File: src/rtl/hs_arb_pkg.sv
// Shared types and default constants for the hiscore RAM arbiter.
// The grant watchdog is compiled in only when HS_ARB_WATCHDOG_EN is defined.
package hs_arb_pkg;

  typedef enum logic [2:0] {
    ST_IDLE,
    ST_PAUSING,
    ST_GRANT,
    ST_RELEASE,
    ST_COOLDOWN
  } hs_arb_state_t;

  localparam int unsigned HS_ARB_SETTLE_CYCLES_DEF = 4;
  localparam int unsigned HS_ARB_MIN_CPU_CYCLES_DEF = 16;
  localparam int unsigned HS_ARB_WDOG_CYCLES_DEF = 65535;

  // Counter width for a count of n cycles, never narrower than one bit.
  function automatic int unsigned cnt_width(input int unsigned n);
    return (n <= 1) ? 1 : $clog2(n);
  endfunction

endpackage

File: src/rtl/hs_arb_watchdog.sv
// Grant-duration watchdog: flags the last permitted grant cycle so the
// arbiter can force a release. Instantiated only under HS_ARB_WATCHDOG_EN.
module hs_arb_watchdog
  import hs_arb_pkg::*;
#(
  parameter int unsigned WDOG_CYCLES = HS_ARB_WDOG_CYCLES_DEF
) (
  input  logic clk_49m,
  input  logic reset,
  input  logic active,
  output logic expired
);

  localparam int unsigned WDOG_EFF = (WDOG_CYCLES == 0) ? 1 : WDOG_CYCLES;
  localparam int unsigned WW = cnt_width(WDOG_EFF);
  localparam logic [WW-1:0] LAST = WW'(WDOG_EFF - 1);

  logic [WW-1:0] cnt;

  always_ff @(posedge clk_49m) begin
    if (reset || !active) begin
      cnt <= '0;
    end else if (cnt != LAST) begin
      cnt <= cnt + WW'(1);
    end
  end

  assign expired = active && (cnt == LAST);

endmodule

File: src/rtl/hiscore_ram_arbiter.sv
// Shares the game work-RAM port between the CPU and the hiscore engine by
// pausing the CPU around each grant. Optional grant watchdog: HS_ARB_WATCHDOG_EN.
module hiscore_ram_arbiter
  import hs_arb_pkg::*;
#(
  parameter int unsigned SETTLE_CYCLES  = HS_ARB_SETTLE_CYCLES_DEF,
  parameter int unsigned MIN_CPU_CYCLES = HS_ARB_MIN_CPU_CYCLES_DEF,
  parameter int unsigned WDOG_CYCLES    = HS_ARB_WDOG_CYCLES_DEF
) (
  input  logic        clk_49m,
  input  logic        reset,
  input  logic [15:0] cpu_addr,
  input  logic [7:0]  cpu_wdata,
  input  logic        cpu_we,
  input  logic        user_pause,
  input  logic        hs_req,
  input  logic [15:0] hs_addr,
  input  logic [7:0]  hs_wdata,
  input  logic        hs_we,
  output logic        hs_grant,
  output logic [7:0]  hs_rdata,
  output logic        hs_rvalid,
  output logic [15:0] ram_addr,
  output logic [7:0]  ram_wdata,
  output logic        ram_we,
  input  logic [7:0]  ram_rdata,
  output logic        cpu_pause,
  output logic        collision,
  output logic        wdog_err
);

  localparam int unsigned SETTLE_EFF = (SETTLE_CYCLES == 0) ? 1 : SETTLE_CYCLES;
  localparam int unsigned COOL_EFF   = (MIN_CPU_CYCLES == 0) ? 1 : MIN_CPU_CYCLES;
  localparam int unsigned SW = cnt_width(SETTLE_EFF);
  localparam int unsigned CW = cnt_width(COOL_EFF);
  localparam logic [SW-1:0] SETTLE_LOAD = SW'(SETTLE_EFF - 1);
  localparam logic [CW-1:0] COOL_LOAD   = CW'(COOL_EFF - 1);

  hs_arb_state_t state, state_nxt;
  logic [SW-1:0] settle_cnt, settle_cnt_nxt;
  logic [CW-1:0] cool_cnt, cool_cnt_nxt;
  logic          rvalid_q;
  logic          collision_q;
  logic          granted;
  logic          busy;
  logic          wdog_expire;
  logic          req_block;
  logic          wdog_err_int;

`ifdef HS_ARB_WATCHDOG_EN
  logic block_q;
  logic wdog_err_q;

  hs_arb_watchdog #(.WDOG_CYCLES(WDOG_CYCLES)) u_wdog (
    .clk_49m (clk_49m),
    .reset   (reset),
    .active  (granted),
    .expired (wdog_expire)
  );

  // After a forced release the engine must drop hs_req before it is served again.
  always_ff @(posedge clk_49m) begin
    if (reset) begin
      block_q    <= 1'b0;
      wdog_err_q <= 1'b0;
    end else if (wdog_expire) begin
      block_q    <= 1'b1;
      wdog_err_q <= 1'b1;
    end else if (!hs_req) begin
      block_q    <= 1'b0;
    end
  end

  assign req_block    = block_q;
  assign wdog_err_int = wdog_err_q;
`else
  // The grant limit has no effect in this build.
  logic unused_wdog_cfg;
  assign unused_wdog_cfg = ^WDOG_CYCLES;
  assign wdog_expire  = 1'b0;
  assign req_block    = 1'b0;
  assign wdog_err_int = 1'b0;
`endif

  always_comb begin
    state_nxt      = state;
    settle_cnt_nxt = settle_cnt;
    cool_cnt_nxt   = cool_cnt;
    unique case (state)
      ST_IDLE: begin
        if (hs_req && !req_block) begin
          state_nxt      = ST_PAUSING;
          settle_cnt_nxt = SETTLE_LOAD;
        end
      end
      ST_PAUSING: begin
        if (!hs_req) begin
          state_nxt = ST_IDLE;
        end else if (settle_cnt == '0) begin
          state_nxt = ST_GRANT;
        end else begin
          settle_cnt_nxt = settle_cnt - SW'(1);
        end
      end
      ST_GRANT: begin
        if (!hs_req || wdog_expire) begin
          state_nxt = ST_RELEASE;
        end
      end
      ST_RELEASE: begin
        state_nxt    = ST_COOLDOWN;
        cool_cnt_nxt = COOL_LOAD;
      end
      ST_COOLDOWN: begin
        if (cool_cnt == '0) begin
          state_nxt = ST_IDLE;
        end else begin
          cool_cnt_nxt = cool_cnt - CW'(1);
        end
      end
      default: state_nxt = ST_IDLE;
    endcase
  end

  always_ff @(posedge clk_49m) begin
    if (reset) begin
      state       <= ST_IDLE;
      settle_cnt  <= '0;
      cool_cnt    <= '0;
      rvalid_q    <= 1'b0;
      collision_q <= 1'b0;
    end else begin
      state       <= state_nxt;
      settle_cnt  <= settle_cnt_nxt;
      cool_cnt    <= cool_cnt_nxt;
      rvalid_q    <= granted && !hs_we;
      collision_q <= collision_q || (granted && cpu_we);
    end
  end

  // Outputs are gated by reset so they read as idle for the whole reset window.
  always_comb begin
    granted   = (state == ST_GRANT);
    busy      = (state == ST_PAUSING) || (state == ST_GRANT) || (state == ST_RELEASE);
    hs_grant  = granted && !reset;
    cpu_pause = user_pause || (busy && !reset);
    if (granted) begin
      ram_addr  = hs_addr;
      ram_wdata = hs_wdata;
      ram_we    = hs_we && !reset;
    end else begin
      ram_addr  = cpu_addr;
      ram_wdata = cpu_wdata;
      ram_we    = cpu_we && (state != ST_RELEASE) && !reset;
    end
    hs_rvalid = rvalid_q && !reset;
    hs_rdata  = hs_rvalid ? ram_rdata : '0;
    collision = collision_q && !reset;
    wdog_err  = wdog_err_int && !reset;
  end

endmodule

File: config.mk
export PLATFORM = sky130hd
export DESIGN_NAME = hiscore_ram_arbiter
export DESIGN_NICKNAME = d
export VERILOG_FILES = /design/src/rtl/hs_arb_pkg.sv /design/src/rtl/hs_arb_watchdog.sv /design/src/rtl/hiscore_ram_arbiter.sv
export SDC_FILE = /design/constraint.sdc
export NUM_CORES = 1
export LEC_CHECK = 0
export ABC_AREA = 1
export BUFFER_PORTS_ARGS = -buffer_cell sky130_fd_sc_hd__buf_2
export CORE_UTILIZATION = 35
export CTS_CLUSTER_DIAMETER = 120
export DETAILED_ROUTE_END_ITERATION = 6
export GPL_TIMING_DRIVEN = 0
export HOLD_SLACK_MARGIN = 0.08
export PLACE_DENSITY = 0.9
export SYNTH_ARGS = -nofsm -noshare
export SYNTH_HDL_FRONTEND = slang
export SYNTH_HIERARCHICAL = 1
export SYNTH_SLANG_ARGS = --single-unit
File: constraint.sdc
create_clock -name clk_49m -period 1.3 [get_ports clk_49m]
set_input_delay 0.13 -clock clk_49m [delete_from_list [all_inputs] [get_ports clk_49m]]
set_output_delay 0.13 -clock clk_49m [all_outputs]
set_load 0.02 [all_outputs]
## Word-level counts from Yosys, hierarchy flattened

Cells that the tools add are included.

| word-level totals | value |
|---|---|
| flip-flop bits (word level) | 11 |
| bits of input ports | 62 |
| output and inout port bits | 38 |
| logic and storage cells | 58 |

| operators by class | value |
|---|---|
| add/subtract/negate cells | 2 |
| equal/unequal tests | 12 |
| muxes and demuxes | 16 |
| reduce and logical (&&, ||, !) cells | 23 |

Operator list:

| operator | number |
|---|---|
| $mux 16 | 1 |
| $mux 8 | 2 |
| $mux 3 | 5 |
| $pmux 3 s5 | 1 |
| $ne 2x2->1 const B | 6 |
| $logic_and 1x1->1 | 9 |
| $pmux 4 s2 | 1 |
| $reduce_and 4->1 | 2 |
| $eq 3x2->1 const B | 2 |
| $mux 2 | 3 |
| $logic_not 4->1 | 1 |
| $logic_or 1x1->1 | 4 |
| $mux 4 | 1 |
| $pmux 2 s2 | 1 |
| $reduce_bool 2->1 | 2 |
| $sub 4x1->4 const B | 1 |
| $eq 3x1->1 const B | 1 |
| $eq 3x3->1 const B | 1 |
| $logic_not 3->1 | 1 |
| $ne 3x2->1 const B | 1 |
| $ne 3x3->1 const B | 1 |
| $logic_not 1->1 | 2 |
| $logic_not 2->1 | 1 |
| $reduce_and 2->1 | 1 |
| 2 further kinds | 2 |

## Depth between registers and ports, before layout

Gate-level depths: netlist (run 1).

| logic depth | value |
|---|---|
| depth in word-level cells | 5 |
| gate-level depth with buffers | 9 |
| mapped depth without buffers | 9 |

## Worst setup path after synthesis (run 1)

No wires, ideal clock.

| timing | value |
|---|---|
| path type | reg-to-output |
| from | register state[2] |
| to | output ram_we |
| arrival time | 1.332 ns |
| data required time | 1.170 ns |
| slack | -0.162 ns |
| cell stages (with the launch flop) | 5 |
| buffers on the path | 0 |
| cell sequence | dfxtp_1 -> nor2_2 -> nand2_2 -> nor2_1 -> a32o_1 |

| between the ends | value |
|---|---|
| cells in the longest elaborated chain, start to end | 4 |
| elaborated cells between the ends (all ways) | 5 |
| classes of those cells | 2 x eq/ne; 1 x mux; 2 x reduce/logical |

RTL lines:

| item | RTL line | source |
|---|---|---|
| from (decl) | hiscore_ram_arbiter.sv:39 | `hs_arb_state_t state, state_nxt;` |
| from (signal assigned) | hiscore_ram_arbiter.sv:133 | `state <= state_nxt;` |
| $ne 3x2->1 | hiscore_ram_arbiter.sv:154 | `ram_we = cpu_we && (state != ST_RELEASE) && !reset;` |
| $logic_and 1x1->1 (2 in a row) | hiscore_ram_arbiter.sv:154 |  |
| $mux 1 (*) | hiscore_ram_arbiter.sv:147 | `if (granted) begin` |
| to (decl) | hiscore_ram_arbiter.sv:25 | `output logic ram_we,` |

Every way passes the cells marked *; elsewhere a longest branch is shown, timed or not.

## Worst setup path after layout (run 1)

| timing | value |
|---|---|
| from | register state[2] |
| to | output ram_addr[7] |

| between the ends | value |
|---|---|
| cells in the longest elaborated chain, start to end | 2 |

RTL lines:

| item | RTL line | source |
|---|---|---|
| $eq 3x2->1 | hiscore_ram_arbiter.sv:143 | `granted = (state == ST_GRANT);` |
| $mux 16 | hiscore_ram_arbiter.sv:147 |  |
| to (decl) | hiscore_ram_arbiter.sv:23 | `output logic [15:0] ram_addr,` |

No other way between the ends.

==> summary.md, run 1 <==
| Metric | Value |
|---|---|
| Outcome | finished with violations |
| Violated checks | setup timing |
| Hold EP | collision_q |
| Fin. Hold Viols | 0 |
| Fill cell count | between 100 and 150 |
| Fin util | 0.830 |
| Post-synthesis async set-or-reset flop share | 0 |
| Power Density | between 700 and 800 nW/um^2 |
| Hold_ws | 0.0991 ns |
| FP Rows | 18 |
| Fin nets | approximately 370 |
| Top post-synthesis cells by count | nand2_1, inv_1, nor2_1 |
| Crit end category | output port |
| Antenna fix cells | 0 |
| CP arrival | roughly 1.4 ns |
| Number of synthesized flops with an enable pin | 0 |
| Hold Crit Depth | 3 |
| Vias in the first global route | 1417 |
| Synth top area cells | nand2_1, dfxtp_1, inv_1 |
| Non-filler cells, final | roughly 340 |
| Yosys top cell area share | 0.326 |
| Crit path kind | register to output port |
| Post-synthesis cell area | about 980 sq um |
| Post-route DRC violation count | 0 |
| Worst R2R End | settle_cnt[1] |
| R2R Path Start | state[2] |
| Cell count after synthesis | 183 |
| Synthesized flop and latch total | 11 |
| Clk slew on worst S/H paths | around 0.070 ns |
| Startpoint types | register |
| Synth cell types | 23 |
| Class of the worst hold path | input port to register |
| CP max FO | 6 |
| Syn Area/Cell | 5.35 sq um |
| P&R area growth vs syn | 117% |
| Max Freq | between 600 and 700 MHz |
| Setup violations, final | 30 |
| Ports | 100 |
| Pin count of the biggest net entering global routing | 11 |
| Die ar. | 3010 sq um |
| Clk_skew | 0.00387 ns |
| GRT Residual Overflow | 0 |
| Worst slew margin | 0.633 |
| Via-to-Cell Ratio | 4.85 |
| Register area share after synthesis | 0.225 |
| Net count after synthesis | 247 |
| Peak VDD IR | between 700 and 800 uV |
| Reg2reg path depth | 6 |
| Core area | approximately 2600 sq um |
| Period utilization | 1.20 |
| Final wirelength | approximately 4500 um |
| CTS buffer count | 3 |
| Worst-skew pair later-pin latency | approximately 0.28 ns |
| Worst-Margin Slew | 0.551 ns |
| RSZ-0062 raised after global routing | yes |
| HPWL Detailed | 2430 um |
| Final estimated routing congestion in global placement | 0.802 |
| Setup slack, reg-to-reg | -0.05 ns |
| H-tree levels | 1 |
| CTS tree | yes |
| Initial antenna violation count | 0 |
| Clock root cell | clkbuf_4 |
| Clk buf depth | 2 |
| Critical path required time | roughly 1.2 ns |
| Yosys warnings | 6 |
| Die W | between 50 and 60 um |
| Placed insts | approximately 310 |
| Height of the die | about 55 um |
| Routed Antenna Nets | 0 |
| Most frequent cell after synthesis | nand2_1 |
| Slew Viols, Final | 0 |
| Starting Density | 0.382 |
| Top_reg_cell synth | dfxtp_1 |
| Maxcap violations | 0 |
| Synth area leader | nand2_1 |
| I/O Buffers | 98 |
| Avg WL per Cell | around 13 um |
| Iteration-0 DRC Markers | 25 |
| Fraction of layout cells with a size suffix above 1 | 0.583 |
| Hold path start | cpu_we |
| CTS Sinks | 11 |
| Final worst slack | -0.264 ns |
| Final Critical Period | 1.56 ns |
| First-pass GRT wire length | ~5900 um |
| DRT Pass-1 Iters | 4 |
| Leak pwr | between 1 and 1.5 nW |
| DR vias | approximately 1600 |
| Total GRT Usage | 0.282 |
| Setup_tns | -5.66 ns |
-- registers in the layout, indices dropped and copies added, names as in the netlist --
signal and cells:
collision_q 1, rvalid_q 1, settle_cnt 2, cool_cnt 4, state 3
-- layout make-up --
cell class,count,area [sq um],area share
timing repair buffer,120,896,0.420
multi-input combinational,137,763,0.358
sequential,11,229,0.107
inverter,29,116,0.0546
buffer,6,62.6,0.0294
tap,30,37.5,0.0176
clock buffer,4,26.3,0.0123
-- timing repair --
action                                  4_1_cts  5_1_grt
hold buffers                                  1        0
setup buffers                                15        4
pin swaps                                    16        7
gates resized for setup                      95       33
endpoints found under the setup margin       33       44
hold endpoints to repair                      1        0
gates cloned                                  1        1
-- power breakdown --
group | leakage, nW | total [mW] | switching [mW] | internal, mW
logic | 1.08 | 0.922 | 0.473 | 0.450
clock network | 0.0150 | 0.248 | 0.129 | 0.119
registers | 0.0915 | 0.380 | 0.0190 | 0.361
total | 1.19 | 1.55 | 0.620 | 0.930
-- metrics by stage --
step                      power, mW  worst slack [ns]  cell area [sq um]
final                          1.55            -0.264               2130
after global routing           1.64            -0.309               2130
after CTS                      1.43            -0.183               1970
after detailed placement      0.950            -0.196               1520
after global placement        0.934            -0.174               1520
after floorplan               0.735            0.0271                987
-- cells in the final DEF, fill, tap and decap left out, types with 5 or more instances in the layout --
cell / n
buf_2: 71
nand2_1: 59
buf_6: 36
nand2_2: 23
inv_1: 23
buf_4: 12
nor2_1: 10
nand3_1: 8
dfxtp_1: 8
nor2_4: 5
o21ai_1: 5
-- layer usage --
metal  wire length (um)  GRT usage
met1               1600      0.271
met2               2470      0.542
met3                300     0.0765
met4                134      0.138
met5                  0          0
-- critical path, cell delays in order, from the launching register on --
cell,delay (ns)
dfxtp_4,0.36
nor2_4,0.13
nand2_4,0.11
inv_6,0.12
buf_6,0.13
nand2_1,0.06
nand2_1,0.09
buf_6,0.13
-- how the worst max path moves through the flow --
stage	startpoint	end	slack (ns)	cells past startpoint
2_1_floorplan	state[2]	ram_addr[10]	0.03	6
3_3_place_gp	state[2]	ram_addr[8]	-0.17	7
3_5_place_dp	state[2]	ram_addr[8]	-0.20	7
4_1_cts	state[0]	ram_wdata[1]	-0.18	7
5_1_grt	state[2]	ram_addr[13]	-0.31	7
6_report	state[2]	ram_addr[7]	-0.26	7
-- kinds of logic after synthesis --
group                    Yosys count  synth area share
flip-flops                        11             0.225
AND/OR/NAND/NOR                  118             0.485
AO/OA/AOI/OAI                     16            0.0932
other                              1           0.00383
adder cells (fa/ha/maj)            2            0.0255
buffers and inverters             35             0.167
(Power assumes the default switching activity.)
==> inputs of run 2 (changes only) <==
--- a/config.mk
+++ b/config.mk
@@ -7,12 +7,12 @@
 export LEC_CHECK = 0
 export ABC_AREA = 1
 export BUFFER_PORTS_ARGS = -buffer_cell sky130_fd_sc_hd__buf_2
-export CORE_UTILIZATION = 35
+export CORE_UTILIZATION = 30
 export CTS_CLUSTER_DIAMETER = 120
 export DETAILED_ROUTE_END_ITERATION = 6
 export GPL_TIMING_DRIVEN = 0
 export HOLD_SLACK_MARGIN = 0.08
-export PLACE_DENSITY = 0.9
+export PLACE_DENSITY = 0.8
 export SYNTH_ARGS = -nofsm -noshare
 export SYNTH_HDL_FRONTEND = slang
 export SYNTH_HIERARCHICAL = 1
==> summary.md, run 2 (same netlist as run 1, synthesis figures left out) <==
| Metric | Value |
|---|---|
| Placed Area | 1530 sq um (was 1520 sq um) |
| Sw frac | 0.394 (was 0.400) |
| Vias in the first global route | 1243 (was 1417) |
| Commonest non-fill, non-tap cell in the layout | buf_2 (unchanged) |
| Post-route DRC violation count | 0 (unchanged) |
| Violated checks | setup timing (unchanged) |
| Clk slew on worst S/H paths | 0.08 ns (was 0.07 ns) |
| HPWL Detailed | 2330 um (was 2430 um) |
| Fraction of layout cells with a size suffix above 1 | 0.585 (was 0.583) |
| Starting Density | 0.318 (was 0.382) |
| Setup violations, final | 27 (was 30) |
| CTS tree | yes (unchanged) |
| DR vias | 1537 (was 1635) |
| Non-filler cells, final | 343 (was 337) |
| Final Critical Period | 1.50 ns (was 1.56 ns) |
| Worst-Margin Slew | 0.570 ns (was 0.551 ns) |
| CTS Sinks | 11 (unchanged) |
| Register area | 231 sq um (was 229 sq um) |
| Leak pwr | 1.18 nW (was 1.19 nW) |
| Fin nets | 364 (was 372) |
| H-tree levels | 1 (unchanged) |
| Total GRT Usage | 0.190 (was 0.282) |
| Worst-skew pair later-pin latency | 0.28 ns (about the same) |
| Die W | 59.1 um (was 54.9 um) |
| Critical path required time | 1.17 ns (about the same) |
| Class of the worst hold path | input port to register (unchanged) |
| Clock root cell | clkbuf_4 (unchanged) |
| Iteration-0 DRC Markers | 40 (was 25) |
| CTS buffer count | 3 (unchanged) |
| Fin util | 0.666 (was 0.830) |
| Final worst slack | -0.196 ns (was -0.264 ns) |
| Total power draw | 1.49 mW (was 1.55 mW) |
| I/O Buffers | 98 (unchanged) |
| GRT Residual Overflow | 0 (unchanged) |
| P&R area growth vs syn | 109% (was 117%) |
| Avg WL per Cell | 10.7 um (was 13.4 um) |
| Area used by multi-input combinational logic | 759 sq um (was 763 sq um) |
| Max Freq | 668 MHz (was 639 MHz) |
| Via-to-Cell Ratio | 4.48 (was 4.85) |
| Fill cell count | 282 (was 145) |
| Logic pwr share | 0.577 (was 0.595) |
| Die ar. | 3500 sq um (was 3010 sq um) |
| Regs by FF count | cool_cnt: 4 flops, state: 3 flops, settle_cnt: 2 flops (unchanged) |
| Commonest cells after routing, fill and taps aside | buf_2, nand2_1, buf_6, nand2_2, inv_1 (unchanged) |
| Final estimated routing congestion in global placement | 0.895 (was 0.802) |
| Period utilization | 1.15 (was 1.20) |
| Maxcap violations | 0 (unchanged) |
| Net switching power | 0.585 mW (was 0.620 mW) |
| Crit path kind | register to output port (unchanged) |
| Placed insts | 325 (was 311) |
| RSZ-0062 raised after global routing | yes (unchanged) |
| Fin. Hold Viols | 0 (unchanged) |
| Final wirelength | 3680 um (was 4510 um) |
| Slew Viols, Final | 0 (unchanged) |
| Height of the die | 59.1 um (was 54.9 um) |
| Clk buf depth | 2 (unchanged) |
| Crit end category | output port (unchanged) |
| Antenna fix cells | 0 (unchanged) |
| Flip-flop count of the largest register after layout | 4 (unchanged) |
| Power Internal | 0.901 mW (was 0.930 mW) |
| FP Rows | 20 (was 18) |
| Ports | 100 (unchanged) |
| Biggest register | cool_cnt (unchanged) |
| Startpoint types | register (unchanged) |
| Worst slew margin | 0.620 (was 0.633) |
| CP max FO | 7 (was 6) |
| Clock power frac | 0.167 (was 0.160) |
| Outcome | finished with violations (unchanged) |
| Seq pwr share | 0.257 (was 0.245) |
| First-pass GRT wire length | 5000 um (was 5900 um) |
| DRT Pass-1 Iters | 4 (unchanged) |
| Pin count of the biggest net entering global routing | 11 (unchanged) |
| Peak VDD IR | 480 uV (was 716 uV) |
| Design Area, Final | 2050 sq um (was 2130 sq um) |
| Core area | 3080 sq um (was 2570 sq um) |
| Initial antenna violation count | 0 (unchanged) |
| Routed Antenna Nets | 0 (unchanged) |
| CP arrival | 1.37 ns (was 1.43 ns) |
| Power Density | 725 nW/um^2 (was 728 nW/um^2) |
| Clk_skew | 0.00566 ns (was 0.00387 ns) |
## run 2: critical path, stage by stage (launching register included)
cell and delay, ns:
dfxtp_4 0.36, nor2_4 0.13, nand2_4 0.12, inv_6 0.11, buf_6 0.13, nand2_2 0.05, nand2_2 0.07, buf_6 0.11
## run 2: metal layers
metal | share of wire | track usage
met1 | 0.37 | 0.198
met2 | 0.55 | 0.362
met3 | 0.054 | 0.0480
met4 | 0.023 | 0.0714
met5 | 0 | 0
## run 2: timing repair
item | CTS | global route
setup endpoints to repair | 33 | 36
resized for setup | 88 | 41
hold buffers | 2 | 0
setup buffers | 6 | 4
pin swaps | 10 | 17
endpoints found under the hold margin | 2 | 0
cloned | 2 | 0
## run 2: worst paths after layout
kind | depth (start not counted) | slack (ns) | startpoint | end
setup / recovery | 7 | -0.20 | state[2] | ram_addr[10]
hold / removal | 3 | 0.17 | hs_req | state[1]
setup reg to reg | 5 | 0.02 | state[2] | settle_cnt[1]
hold reg to reg | 2 | 0.47 | collision_q | collision_q
## run 2: metrics by stage
step | setup WS [ns] | setup TNS (ns) | hold slack [ns]
CTS | -0.177 | -4.25 | 0.160
floorplan | 0.0271 | 0 | 0.207
global placement | -0.186 | -3.46 | 0.324
global route | -0.252 | -6.19 | 0.181
finish | -0.196 | -4.55 | 0.168
detailed placement | -0.201 | -3.86 | 0.328
## run 2: cell type report
cell class                 instances  share of cell area
tap                               44              0.0269
buffer                             6              0.0287
inverter                          29              0.0592
multi-input combinational        137               0.371
clock buffer                       4              0.0128
timing repair buffer             112               0.389
sequential                        11               0.113
## run 2: power by group through the flow
stage | combinational [mW] | sequential, mW | clock [mW]
3_5_place_dp | 0.566 | 0.383 | 0
3_3_place_gp | 0.554 | 0.383 | 0
2_1_floorplan | 0.355 | 0.380 | 0
5_1_grt | 0.912 | 0.383 | 0.272
4_1_cts | 0.778 | 0.377 | 0.258
6_report | 0.857 | 0.381 | 0.248
